$ cat src/rtl/yasac_pkg.sv
// Shared definitions for the YASAC control unit: opcodes, datapath select encodings and FSM state encoding.
package yasac_pkg;

    localparam logic [3:0] OP_HALT = 4'h0;
    localparam logic [3:0] OP_LD   = 4'h1;
    localparam logic [3:0] OP_ST   = 4'h2;
    localparam logic [3:0] OP_ADD  = 4'h3;
    localparam logic [3:0] OP_SUB  = 4'h4;
    localparam logic [3:0] OP_AND  = 4'h5;
    localparam logic [3:0] OP_IN   = 4'h6;
    localparam logic [3:0] OP_OUT  = 4'h7;
    localparam logic [3:0] OP_JMP  = 4'h8;
    localparam logic [3:0] OP_JZ   = 4'h9;
    localparam logic [3:0] OP_JC   = 4'hA;

    localparam logic [1:0] ALU_ADD  = 2'd0;
    localparam logic [1:0] ALU_SUB  = 2'd1;
    localparam logic [1:0] ALU_AND  = 2'd2;
    localparam logic [1:0] ALU_PASS = 2'd3;

    localparam logic [1:0] ACC_SRC_ALU  = 2'd0;
    localparam logic [1:0] ACC_SRC_MEM  = 2'd1;
    localparam logic [1:0] ACC_SRC_PORT = 2'd2;

    typedef enum logic [2:0] {
        ST_IDLE   = 3'd0,
        ST_FETCH  = 3'd1,
        ST_DECODE = 3'd2,
        ST_EXEC   = 3'd3,
        ST_MEMRD  = 3'd4,
        ST_HALT   = 3'd5,
        ST_WAIT   = 3'd6
    } state_e;

    // Instructions that need the extra MEMRD cycle to pick up their operand.
    function automatic logic needsMemRead(input logic [3:0] op);
        return (op == OP_LD) || (op == OP_ADD) || (op == OP_SUB) || (op == OP_AND);
    endfunction

    function automatic logic [1:0] aluOpFor(input logic [3:0] op);
        case (op)
            OP_SUB:  return ALU_SUB;
            OP_AND:  return ALU_AND;
            default: return ALU_ADD;
        endcase
    endfunction

endpackage

$ cat src/rtl/yasac_ctrl.sv
// YASAC control unit: fetch/decode/execute sequencer driving the data unit strobes.
// Define YASAC_STEP_EN to insert a single-step WAIT state before every FETCH after the first.
module yasac_ctrl
    import yasac_pkg::*;
(
    input  logic       CLK,
    input  logic       RESET,
    input  logic       START,
    input  logic       STEP,
    input  logic [3:0] OPCODE,
    input  logic       ZF,
    input  logic       CF,
    output logic       RDY,
    output logic       PC_CLR,
    output logic       PC_INC,
    output logic       PC_LD,
    output logic       IR_LD,
    output logic       ADDR_SEL,
    output logic       MEM_WE,
    output logic       PORT_WE,
    output logic       ACC_LD,
    output logic [1:0] ACC_SRC,
    output logic [1:0] ALU_OP,
    output logic       FLAG_LD,
    output logic [2:0] STATE
);

    state_e stateQ, stateD;

`ifdef YASAC_STEP_EN
    localparam state_e NEXT_INSTR = ST_WAIT;
`else
    localparam state_e NEXT_INSTR = ST_FETCH;
    logic unusedStep;
    assign unusedStep = STEP;
`endif

    always_ff @(posedge CLK or posedge RESET) begin
        if (RESET) begin
            stateQ <= ST_IDLE;
        end else begin
            stateQ <= stateD;
        end
    end

    // Strobes are decoded from the current state so that reset clears them without waiting for an edge.
    always_comb begin
        stateD   = stateQ;
        RDY      = 1'b0;
        PC_CLR   = 1'b0;
        PC_INC   = 1'b0;
        PC_LD    = 1'b0;
        IR_LD    = 1'b0;
        ADDR_SEL = 1'b0;
        MEM_WE   = 1'b0;
        PORT_WE  = 1'b0;
        ACC_LD   = 1'b0;
        ACC_SRC  = ACC_SRC_ALU;
        ALU_OP   = ALU_ADD;
        FLAG_LD  = 1'b0;

        case (stateQ)
            ST_IDLE, ST_HALT: begin
                RDY = 1'b1;
                if (START) begin
                    PC_CLR = 1'b1;
                    stateD = ST_FETCH;
                end
            end

            ST_FETCH: begin
                IR_LD  = 1'b1;
                stateD = ST_DECODE;
            end

            ST_DECODE: begin
                PC_INC = 1'b1;
                stateD = (OPCODE == OP_HALT) ? ST_HALT : ST_EXEC;
            end

            ST_EXEC: begin
                stateD = NEXT_INSTR;
                case (OPCODE)
                    OP_LD, OP_ADD, OP_SUB, OP_AND: begin
                        ADDR_SEL = 1'b1;
                        stateD   = ST_MEMRD;
                    end
                    OP_ST: begin
                        ADDR_SEL = 1'b1;
                        MEM_WE   = 1'b1;
                    end
                    OP_IN: begin
                        ADDR_SEL = 1'b1;
                        ACC_SRC  = ACC_SRC_PORT;
                        ACC_LD   = 1'b1;
                    end
                    OP_OUT: begin
                        ADDR_SEL = 1'b1;
                        PORT_WE  = 1'b1;
                    end
                    OP_JMP:  PC_LD = 1'b1;
                    OP_JZ:   PC_LD = ZF;
                    OP_JC:   PC_LD = CF;
                    default: ;
                endcase
            end

            // IR still holds the instruction, so OPCODE selects between LD and the ALU ops here.
            ST_MEMRD: begin
                ACC_LD = 1'b1;
                stateD = NEXT_INSTR;
                if (OPCODE == OP_LD) begin
                    ACC_SRC = ACC_SRC_MEM;
                end else if (needsMemRead(OPCODE)) begin
                    ACC_SRC = ACC_SRC_ALU;
                    ALU_OP  = aluOpFor(OPCODE);
                    FLAG_LD = 1'b1;
                end
            end

`ifdef YASAC_STEP_EN
            ST_WAIT: begin
                if (STEP) begin
                    stateD = ST_FETCH;
                end
            end
`endif

            default: stateD = ST_IDLE;
        endcase
    end

    assign STATE = stateQ;

endmodule
$ cat config.mk
export PLATFORM = sky130hd
export DESIGN_NAME = yasac_ctrl
export DESIGN_NICKNAME = d
export VERILOG_FILES = /design/src/rtl/yasac_pkg.sv /design/src/rtl/yasac_ctrl.sv
export SDC_FILE = /design/constraint.sdc
export NUM_CORES = 1
export LEC_CHECK = 0
export CORE_AREA = 2 2 39 41
export CTS_BUF_LIST = sky130_fd_sc_hd__clkbuf_8
export DETAILED_ROUTE_END_ITERATION = 12
export DIE_AREA = 0 0 41 43
export PLACE_DENSITY_LB_ADDON = 0.2
export SLEW_MARGIN = 20
export SYNTH_ARGS = -nofsm -noshare
export SYNTH_HDL_FRONTEND = slang
export SYNTH_SLANG_ARGS = --single-unit
$ cat constraint.sdc
create_clock -name CLK -period 4 [get_ports CLK]
set_input_delay 0.4 -clock CLK [delete_from_list [all_inputs] [get_ports CLK]]
set_output_delay 0.4 -clock CLK [all_outputs]
set_load 0.1 [all_outputs]
==> results of run 1 <==
## layer usage
metal	GRT usage, %	up-vias	routed length (um)
li1	-	224	-
met1	14.1	192	452
met2	19.1	18	445
met3	1.57	0	74
met4	8.00	0	0
met5	0	-	0
## logic make-up after synthesis
family | share of synthesized area, %
buf+inv | 12.4
flops | 20.1
compound gates | 16.4
simple gates | 48.8
xor+xnor | 2.34
## per-stage QoR
stage	cells	cell area, um2
detailed placement	86	607
CTS	90	652
global route	90	652
finish	90	652
global placement	86	607
floorplan	49	393
## worst max-delay path, cell delays in order (launching register included)
cell and delay [ns]:
sky130_fd_sc_hd__dfrtp_1 0.47, sky130_fd_sc_hd__xor2_1 0.20, sky130_fd_sc_hd__nor2_1 0.11, sky130_fd_sc_hd__and2_1 0.14, sky130_fd_sc_hd__clkdlybuf4s50_1 1.12
## how the worst max path moves through the flow
stage                          from     end  slack, ns  cells past startpoint
2_1_floorplan  STATE[0]$_DFFE_PP0P_  ACC_LD       0.02                      4
3_3_place_gp                  START  PC_CLR       1.47                      3
3_5_place_dp                  START  PC_CLR       1.45                      3
4_1_cts        STATE[0]$_DFFE_PP0P_  PC_CLR       1.34                      4
5_1_grt        STATE[0]$_DFFE_PP0P_  PC_CLR       1.24                      4
6_report       STATE[0]$_DFFE_PP0P_  PC_CLR       1.34                      4
## area by class of cell
type | instances | area (um2)
Tap cell | 16 | 20.0
Clock inverter | 1 | 3.75
Multi-Input combinational cell | 38 | 272
Sequential cell | 3 | 75.1
Inverter | 4 | 15.0
Fill cell | 146 | 732
Timing Repair Buffer | 25 | 225
Clock buffer | 3 | 41.3
## cells in the final DEF, fill, tap and decap left out
| master | netlist | routed |
|---|---|---|
| sky130_fd_sc_hd__nand2_1 | 2 | 2 |
| sky130_fd_sc_hd__or4_1 | 1 | 1 |
| sky130_fd_sc_hd__xor2_1 | 1 | 1 |
| sky130_fd_sc_hd__inv_1 | 4 | 5 |
| sky130_fd_sc_hd__nor4b_2 | 0 | 1 |
| sky130_fd_sc_hd__a21o_1 | 1 | 1 |
| sky130_fd_sc_hd__nand2b_1 | 1 | 1 |
| sky130_fd_sc_hd__dfrtp_1 | 3 | 3 |
| sky130_fd_sc_hd__clkdlybuf4s50_1 | 0 | 15 |
| sky130_fd_sc_hd__nor2_1 | 5 | 5 |
| sky130_fd_sc_hd__buf_4 | 2 | 10 |
| sky130_fd_sc_hd__nor2b_1 | 3 | 3 |
| sky130_fd_sc_hd__o2bb2ai_1 | 2 | 2 |
| sky130_fd_sc_hd__o31a_1 | 1 | 1 |
| sky130_fd_sc_hd__and2_1 | 1 | 1 |
| sky130_fd_sc_hd__and3b_2 | 1 | 1 |
| sky130_fd_sc_hd__and2b_2 | 1 | 1 |
| sky130_fd_sc_hd__o211ai_1 | 1 | 1 |
| sky130_fd_sc_hd__nor3_2 | 1 | 1 |
| sky130_fd_sc_hd__or4bb_1 | 1 | 1 |
| sky130_fd_sc_hd__nor3_1 | 4 | 4 |
| sky130_fd_sc_hd__clkbuf_8 | 0 | 3 |
| sky130_fd_sc_hd__o21ai_0 | 2 | 2 |
| sky130_fd_sc_hd__nor4_2 | 0 | 2 |
| sky130_fd_sc_hd__or3b_4 | 2 | 2 |
| sky130_fd_sc_hd__or2b_1 | 1 | 1 |
| sky130_fd_sc_hd__a21oi_1 | 2 | 2 |
| sky130_fd_sc_hd__nand4_1 | 1 | 1 |
==> results.md, run 1 <==
| Item | This run | Unit |
|---|---|---|
| Sum of routed wire length over all layers | 972 | um |
| Synthesized net count | 59 | - |
| Post-synthesis to final-layout area growth | 74.2 | % |
| Number of antenna violations at the first check in global routing | 0 | - |
| Class of the most critical hold timing path | input port to asynchronous set/reset pin | - |
| IO Pins | 27 | - |
| Total of hold buffers inserted after clock tree synthesis | 0 | - |
| Worst Path Class, Setup | flip-flop to primary output | - |
| Post-synthesis average cell area | 7.63 | um2 |
| CTS clock-pin slew for the worst setup and hold paths | 0.03 | ns |
| RSZ-0062 raised after global routing | false | - |
| Number of cell rows | 14 | - |
| Total iterations of the first detailed-routing run | 2 | - |
| Post-synth design cell area | 374 | um2 |
| Final worst setup slack | 1.34 | ns |
| Number of endpoints failing setup at the final stage | 0 | - |
| Number of buffers inserted during clock tree synthesis | 3 | - |
| Data arrival time of the worst path | 2.26 | ns |
| Max-slew headroom at the worst pin | 35.1 | % |
| Die X-Extent | 41 | um |
| Fraction of synthesis flops using an asynchronous set or reset pin | 100 | % |
| Most common cell in the netlist | sky130_fd_sc_hd__nor2_1 | - |
| Placement-stage worst setup slack | 1.45 | ns |
| Synthesis Warnings | 0 | - |
| CTS-repair resized insts | 0 | - |
| Number of synthesized flops with an enable pin | 0 | - |
| Initial cell density of the core | 27.0 | % |
| Total number of clock tree sinks | 3 | - |
| Yosys top cell area share | 20.1 | % |
| Chip height | 43 | um |
| Worst r2r path cells | 3 | - |
| Clock Skew | 0.00303 | ns |
| Clock tree root driver cell | sky130_fd_sc_hd__clkbuf_8 | - |
| Slew at the pin closest to its max-slew limit | 0.970 | ns |
| Fmax | 377 | MHz |
| Number of register bits inferred by synthesis | 3 | - |
| Fraction of the yosys area taken by sequential cells | 20.1 | % |
| Layout cell share with drive strength beyond 1 | 28.4 | % |
| Final worst path period share | 66.4 | % |
| Clock buffer depth | 2 | - |
| Via-per-instance ratio | 4.82 | - |
| Maximum level of the CTS H-tree | 1 | - |
| Clock tree from TritonCTS | done | - |
| Nets | 85 | - |
| Gate count of the mapped netlist | 49 | - |
| Crit Path Max Fanout | 10 | - |
| Count of distinct cell types in the synthesized netlist | 28 | - |
| Final Max Slew Viols | 0 | - |
| Most area-hungry cell type in the Yosys netlist | sky130_fd_sc_hd__dfrtp_1 | - |
| GR Overflow Total | 0 | - |
| Ys flop type | sky130_fd_sc_hd__dfrtp_1 | - |
| Vias in the first global route | 382 | - |
| RR Startpoint | STATE[1]$_DFFE_PP0P_ | - |
| Total vias in the final route | 434 | - |
| Number of diodes added for antenna fixing | 0 | - |
| Ranking of synthesized cells by instance count | sky130_fd_sc_hd__nor2_1 (5), sky130_fd_sc_hd__inv_1 (4), sky130_fd_sc_hd__nor3_1 (4) | - |
| Run status | complete, no violations | - |
| Required arrival time at the worst endpoint | 3.60 | ns |
| Number of port buffers | 25 | - |
| Number of failing hold endpoints at the final stage | 0 | - |
| Worst R2R End | STATE[2]$_DFFE_PP0P_ | - |
| Clock latency of the later-clocked register in the worst-skew pair | 0.21 | ns |
| Critical path startpoint category | flip-flop | - |
| Routability Congestion | 0.680 | - |
| Total negative slack | 0 | ns |
| Worst reg-to-reg setup slack | 2.74 | ns |
| Antenna viol nets, final | 0 | - |
| Util after Layout | 47.1 | % |
| Core area | 1380 | um2 |
| Routed wire per std cell | 10.8 | um |
| Shortest period the worst path allows | 2.66 | ns |
| DRC marker count from the first detailed-route iteration | 2 | - |
| Global routing usage summed across all routing layers | 12.0 | % |
| Number of post-CTS setup repair buffers | 0 | - |
| Post-route worst hold slack | 0.352 | ns |
| Maximum number of pins on one net before global-route repair | 11 | - |
| Top area cells in the synthesized netlist | sky130_fd_sc_hd__dfrtp_1 (20%), sky130_fd_sc_hd__or3b_4 (6.0%), sky130_fd_sc_hd__nor3_1 (5.4%) | - |
| Wire length of the first global-routing pass | 1.46 | mm |
| Sum of net half-perimeters after detailed placement | 715 | um |
| Remaining routing DRC violations | 0 | - |
| Max-cap viol count | 0 | - |
| Largest register FFs | 3 | - |
| Critical Path Sink Type | primary output | - |
| Die area | 1760 | um2 |
Power of run 1 is not shown: default switching activity piles up to over one toggle a cycle in this logic, so the estimate is an artifact.
==> run 2, diff against run 1 <==
- clock period: 4 -> 2.2 ns (I/O delays scaled with it)
==> results.md, run 2 (same netlist as run 1, synthesis figures left out) <==
| Item | This run | Unit |
|---|---|---|
| Run status | complete, no violations | - |
| Highest-count cells in the layout ignoring fill and taps | sky130_fd_sc_hd__buf_12 (12), sky130_fd_sc_hd__buf_4 (12), sky130_fd_sc_hd__clkdlybuf4s50_1 (8) | - |
| Crit-path max cell delay | 0.46 | ns |
| Wire length of the first global-routing pass | 1.98 | mm |
| Crit Path Max Fanout | 9 | - |
| Util after Layout | 68.7 | % |
| Gate power share | 79.9 | % |
| Clock Skew | 0.00132 | ns |
| GR Overflow Total | 0 | - |
| Clock tree from TritonCTS | done | - |
| Max-cap viol count | 0 | - |
| Total vias in the final route | 464 | - |
| Clock tree root driver cell | sky130_fd_sc_hd__clkbuf_8 | - |
| Clock share of power | 11.8 | % |
| Fmax | 468 | MHz |
| IO Pins | 27 | - |
| Sum of net half-perimeters after detailed placement | 985 | um |
| Global routing usage summed across all routing layers | 16.3 | % |
| Sum of routed wire length over all layers | 1.14 | mm |
| Sum of internal, switching and leakage power | 1.27 | mW |
| Family with the most delay on the worst path | simple AND/OR/NAND/NOR gates | - |
| Slew at the pin closest to its max-slew limit | 0.344 | ns |
| Die area | 1760 | um2 |
| Maximum number of pins on one net before global-route repair | 10 | - |
| Post-synthesis to final-layout area growth | 154 | % |
| Remaining routing DRC violations | 0 | - |
| Core area | 1380 | um2 |
| Number of failing hold endpoints at the final stage | 0 | - |
| Die X-Extent | 41 | um |
| Antenna viol nets, final | 0 | - |
| Master of the slowest instance on the critical path | sky130_fd_sc_hd__dfrtp_4 | - |
| Chip height | 43 | um |
| Layout cell share with drive strength beyond 1 | 59.3 | % |
| Number of endpoints failing setup at the final stage | 0 | - |
| Critical path startpoint category | flip-flop | - |
| Number of diodes added for antenna fixing | 0 | - |
| Worst IR Drop VDD | 0.000702 | V |
| Final worst path period share | 97.2 | % |
| Psw | 0.775 | mW |
| Required arrival time at the worst endpoint | 1.98 | ns |
| Total iterations of the first detailed-routing run | 2 | - |
| Number of buffers inserted during clock tree synthesis | 3 | - |
| Nets | 92 | - |
| Critical-path cell list | or3b_4 > or3b_4 > nor3_4 > buf_12 | - |
| Worst Path Class, Setup | flip-flop to primary output | - |
| Number of antenna violations at the first check in global routing | 0 | - |
| Vias in the first global route | 483 | - |
| Most frequent cell on the critical path | sky130_fd_sc_hd__or3b_4 | - |
| Leakage component of the power | 0.383 | nW |
| Number of cell rows | 14 | - |
| Number of port buffers | 25 | - |
| Routed wire per std cell | 11.7 | um |
| Maximum level of the CTS H-tree | 1 | - |
| DRC marker count from the first detailed-route iteration | 2 | - |
| Cell area power density | 1340 | nW/um2 |
| CTS clock-pin slew for the worst setup and hold paths | 0.03 | ns |
| RSZ-0062 raised after global routing | false | - |
| Final Max Slew Viols | 0 | - |
| Net switching share of the total power | 60.8 | % |
| Number of filler cells placed in the layout | 99 | - |
| Clock latency of the later-clocked register in the worst-skew pair | 0.21 | ns |
| Clock buffer depth | 2 | - |
| Via-per-instance ratio | 4.78 | - |
| Initial cell density of the core | 27.0 | % |
| Largest register FFs | 3 | - |
| Routability Congestion | 0.699 | - |
| Buffers plus inverters on the worst setup path | 1 | - |
| Data arrival time of the worst path | 1.92 | ns |
| Internal power contribution | 0.499 | mW |
| Shortest period the worst path allows | 2.14 | ns |
| CTS-repair resized insts | 0 | - |
| Max-slew headroom at the worst pin | 77.0 | % |
| Proportion of power drawn by flip-flops and latches | 8.3 | % |
| Critical Path Sink Type | primary output | - |
| Total number of clock tree sinks | 3 | - |
| Class of the most critical hold timing path | input port to asynchronous set/reset pin | - |
==> run 2: layout make-up <==
class,instances,area (um2),area share (%)
tap,16,20.0,2.11
multi-input combinational,38,377,39.6
timing repair buffer,32,410,43.2
clock buffer,3,41.3,4.34
inverter,4,15.0,1.58
sequential,3,83.8,8.82
clock inverter,1,3.75,0.395
==> run 2: path summary, 6_finish.rpt <==
| path | start | end | slack [ns] | cells past startpoint |
|---|---|---|---|---|
| min | RESET | STATE[2]$_DFFE_PP0P_ | 0.18 | 2 |
| max reg2reg | STATE[1]$_DFFE_PP0P_ | STATE[2]$_DFFE_PP0P_ | 0.88 | 4 |
| max in group asynchronous | RESET | STATE[0]$_DFFE_PP0P_ | 1.87 | 2 |
| min reg2reg | STATE[1]$_DFFE_PP0P_ | STATE[0]$_DFFE_PP0P_ | 0.63 | 2 |
| min in group CLK | STATE[1]$_DFFE_PP0P_ | STATE[0]$_DFFE_PP0P_ | 0.63 | 2 |
| max | STATE[2]$_DFFE_PP0P_ | ALU_OP[0] | 0.06 | 4 |
==> run 2: power groups by stage <==
stage,Sequential (mW),Combinational (mW),Clock [mW]
5_1_grt,0.109,1.06,0.163
2_1_floorplan,0.288,0.591,0
6_report,0.105,1.02,0.151
3_5_place_dp,0.106,1.02,0
4_1_cts,0.106,1.03,0.153
3_3_place_gp,0.106,1.01,0
==> run 2: routing by layer <==
layer  up-vias  share of wire (%)  GRT usage (%)
met2        17                 56           27.2
li1        241                  -              -
met5         -                  0              0
met3         0                7.3           6.28
met1       206                 36           17.6
met4         0                  0           6.00
==> run 2: metrics by stage <==
| stage | hold slack (ns) | setup WS (ns) | instance area [um2] | std cells | setup TNS (ns) |
|---|---|---|---|---|---|
| 6_report | 0.179 | 0.0611 | 951 | 97 | 0 |
| 5_1_grt | 0.201 | 0.00636 | 951 | 97 | 0 |
| 4_1_cts | 0.179 | 0.0463 | 951 | 97 | 0 |
| 3_5_place_dp | 0.399 | 0.210 | 898 | 92 | 0 |
| 3_3_place_gp | 0.394 | 0.219 | 898 | 92 | 0 |
| 2_1_floorplan | -0.0264 | -0.466 | 507 | 49 | -1.45 |
==> run 2: repair_timing <==
| item | in CTS | in global routing |
|---|---|---|
| setup buffers | 1 | 0 |
| setup endpoints to repair | 1 | 0 |
| hold buffers | 0 | 0 |
==> run 2: worst register-to-register path, cell delays in order, from the launching register on <==
cell                      delay, ns
sky130_fd_sc_hd__dfrtp_2       0.39
sky130_fd_sc_hd__buf_4         0.17
sky130_fd_sc_hd__or4bb_1       0.50
sky130_fd_sc_hd__o31a_1        0.11
sky130_fd_sc_hd__o21ai_0       0.07
No activity file was read; power rests on OpenSTA's default activity.
==> run 3, diff against run 2 <==
- CORE_AREA: 2 2 39 41 -> default
- CORE_UTILIZATION: default -> 25
- DIE_AREA: 0 0 41 43 -> default
- SLEW_MARGIN: 20 -> 5
==> results.md, run 3 (same netlist as run 1, synthesis figures left out) <==
| Item | This run | Unit |
|---|---|---|
| Run status | complete, no violations | - |
| CTS clock-pin slew for the worst setup and hold paths | 0.03 | ns |
| Max-slew headroom at the worst pin | 74.2 | % |
| Clock tree from TritonCTS | done | - |
| Worst r2r path cells | 4 | - |
| Routed wire per std cell | 12.3 | um |
| Proportion of power drawn by flip-flops and latches | 7.7 | % |
| Critical Path Source | STATE[0]$_DFFE_PP0P_ | - |
| Post-synthesis to final-layout area growth | 156 | % |
| Antenna viol nets, final | 0 | - |
| Max-cap viol count | 0 | - |
| Maximum number of pins on one net before global-route repair | 10 | - |
| Required arrival time at the worst endpoint | 1.98 | ns |
| Via-per-instance ratio | 4.99 | - |
| Wire length of the first global-routing pass | 1.95 | mm |
| Sum of internal, switching and leakage power | 1.29 | mW |
| GR Overflow Total | 0 | - |
| Number of antenna violations at the first check in global routing | 0 | - |
| Clock tree root driver cell | sky130_fd_sc_hd__clkbuf_8 | - |
| Chip height | 40.7 | um |
| Total of hold buffers inserted after clock tree synthesis | 0 | - |
| Total iterations of the first detailed-routing run | 2 | - |
| Top Layer Used | met4 | - |
| Most common cell after layout, fill and taps aside | sky130_fd_sc_hd__buf_4 | - |
| Internal power contribution | 0.506 | mW |
| Die area | 1660 | um2 |
| Final worst path period share | 96.9 | % |
| Final Max Slew Viols | 0 | - |
| Remaining routing DRC violations | 0 | - |
| Buffers plus inverters on the worst setup path | 1 | - |
| Total vias in the final route | 484 | - |
| Number of cell rows | 13 | - |
| Nets | 93 | - |
| Data arrival time of the worst path | 1.91 | ns |
| Family with the most delay on the worst path | simple AND/OR/NAND/NOR gates | - |
| Highest-count cells in the layout ignoring fill and taps | sky130_fd_sc_hd__buf_4 (13), sky130_fd_sc_hd__buf_12 (12), sky130_fd_sc_hd__clkdlybuf4s50_1 (8) | - |
| Routed length on met1 | 527 | um |
| Maximum level of the CTS H-tree | 1 | - |
| Vias in the first global route | 448 | - |
| Number of endpoints failing setup at the final stage | 0 | - |
| Worst R2R End | STATE[2]$_DFFE_PP0P_ | - |
| IO Pins | 27 | - |
| Worst Path Class, Setup | flip-flop to primary output | - |
| DRC marker count from the first detailed-route iteration | 6 | - |
| Critical-path cell list | or3b_4 > or3b_4 > nor3_4 > buf_12 | - |
| Psw | 0.785 | mW |
| Net switching share of the total power | 60.8 | % |
| Clock Skew | 0.000266 | ns |
| Die X-Extent | 40.7 | um |
| Crit Path Max Fanout | 2 | - |
| Critical Path Sink Type | primary output | - |
| Fmax | 469 | MHz |
| Detailed route wirelength on metal3 | 46 | um |
| Routability Congestion | 0.794 | - |
| Layout cell share with drive strength beyond 1 | 59.8 | % |
| Master of the slowest instance on the critical path | sky130_fd_sc_hd__dfrtp_4 | - |
| CTS-repair resized insts | 0 | - |
| Number of buffers inserted during clock tree synthesis | 3 | - |
| Number of diodes added for antenna fixing | 0 | - |
| Total negative slack | 0 | ns |
| Number of port buffers | 25 | - |
| Worst reg-to-reg setup slack | 0.88 | ns |
| Global routing usage summed across all routing layers | 18.2 | % |
| Most frequent cell on the critical path | sky130_fd_sc_hd__or3b_4 | - |
| Initial cell density of the core | 27.7 | % |
| Met2 wirelength from detailed routing | 600 | um |
| Leakage component of the power | 0.389 | nW |
| Worst IR Drop VDD | 0.00134 | V |
| Crit-path max cell delay | 0.46 | ns |
| RSZ-0062 raised after global routing | false | - |
| Class of the most critical hold timing path | input port to asynchronous set/reset pin | - |
| Sum of routed wire length over all layers | 1.19 | mm |
| Shortest period the worst path allows | 2.13 | ns |
| Gate power share | 80.4 | % |
| Slew at the pin closest to its max-slew limit | 0.385 | ns |
| Total number of clock tree sinks | 3 | - |
| RR Startpoint | STATE[1]$_DFFE_PP0P_ | - |
| Largest register FFs | 3 | - |
| Clock buffer depth | 2 | - |
| Core area | 1350 | um2 |
| Clock share of power | 11.9 | % |
| Number of failing hold endpoints at the final stage | 0 | - |
| Critical path startpoint category | flip-flop | - |
| Cell area power density | 1350 | nW/um2 |
| Clock latency of the later-clocked register in the worst-skew pair | 0.21 | ns |
run 3: layer usage:
metal	GRT usage [%]	vias to the layer above
met2	28.6	15
met3	3.80	2
met4	10.0	0
met1	23.0	222
met5	0	-
li1	-	245
run 3: area by class of cell:
cell class	instances	area (um2)
inverters	4	15.0
multi-input cells	38	377
well taps	15	18.8
repair buffers	33	418
clock inverters	1	3.75
flip-flops and latches	3	83.8
clock buffers	3	41.3
fillers	100	393
run 3: worst max path at each step:
| stage | to | slack, ns | depth (start not counted) |
|---|---|---|---|
| 2_1_floorplan | ALU_OP[0] | -0.47 | 4 |
| 3_3_place_gp | ALU_OP[0] | 0.22 | 4 |
| 3_5_place_dp | ALU_OP[0] | 0.20 | 4 |
| 4_1_cts | ALU_OP[0] | 0.03 | 4 |
| 5_1_grt | ALU_OP[0] | 0.03 | 4 |
| 6_report | ALU_OP[0] | 0.07 | 4 |
run 3: power groups by stage:
stage	Sequential (mW)	Combinational, mW	Clock (mW)
final	0.0994	1.04	0.154
after global routing	0.101	1.08	0.159
after CTS	0.107	1.02	0.156
after detailed placement	0.107	1.02	0
after global placement	0.106	1.01	0
after floorplan	0.288	0.591	0
run 3: repair_timing:
action / in CTS / in global routing
gates cloned: 0 / 0
pin swaps: 0 / 0
setup endpoints to repair: 1 / 1
buffers inserted: 1 / 2
run 3: metrics by stage:
stage	worst slack (ns)	instances	instance area (um2)	hold WS, ns	util [%]
after floorplan	-0.466	49	507	-0.0264	-
final	0.0687	97	957	0.171	70.9
after global routing	0.0285	97	957	0.229	70.9
after detailed placement	0.202	90	890	0.394	65.9
after CTS	0.0295	95	942	0.171	69.8
after global placement	0.223	90	890	0.391	65.9
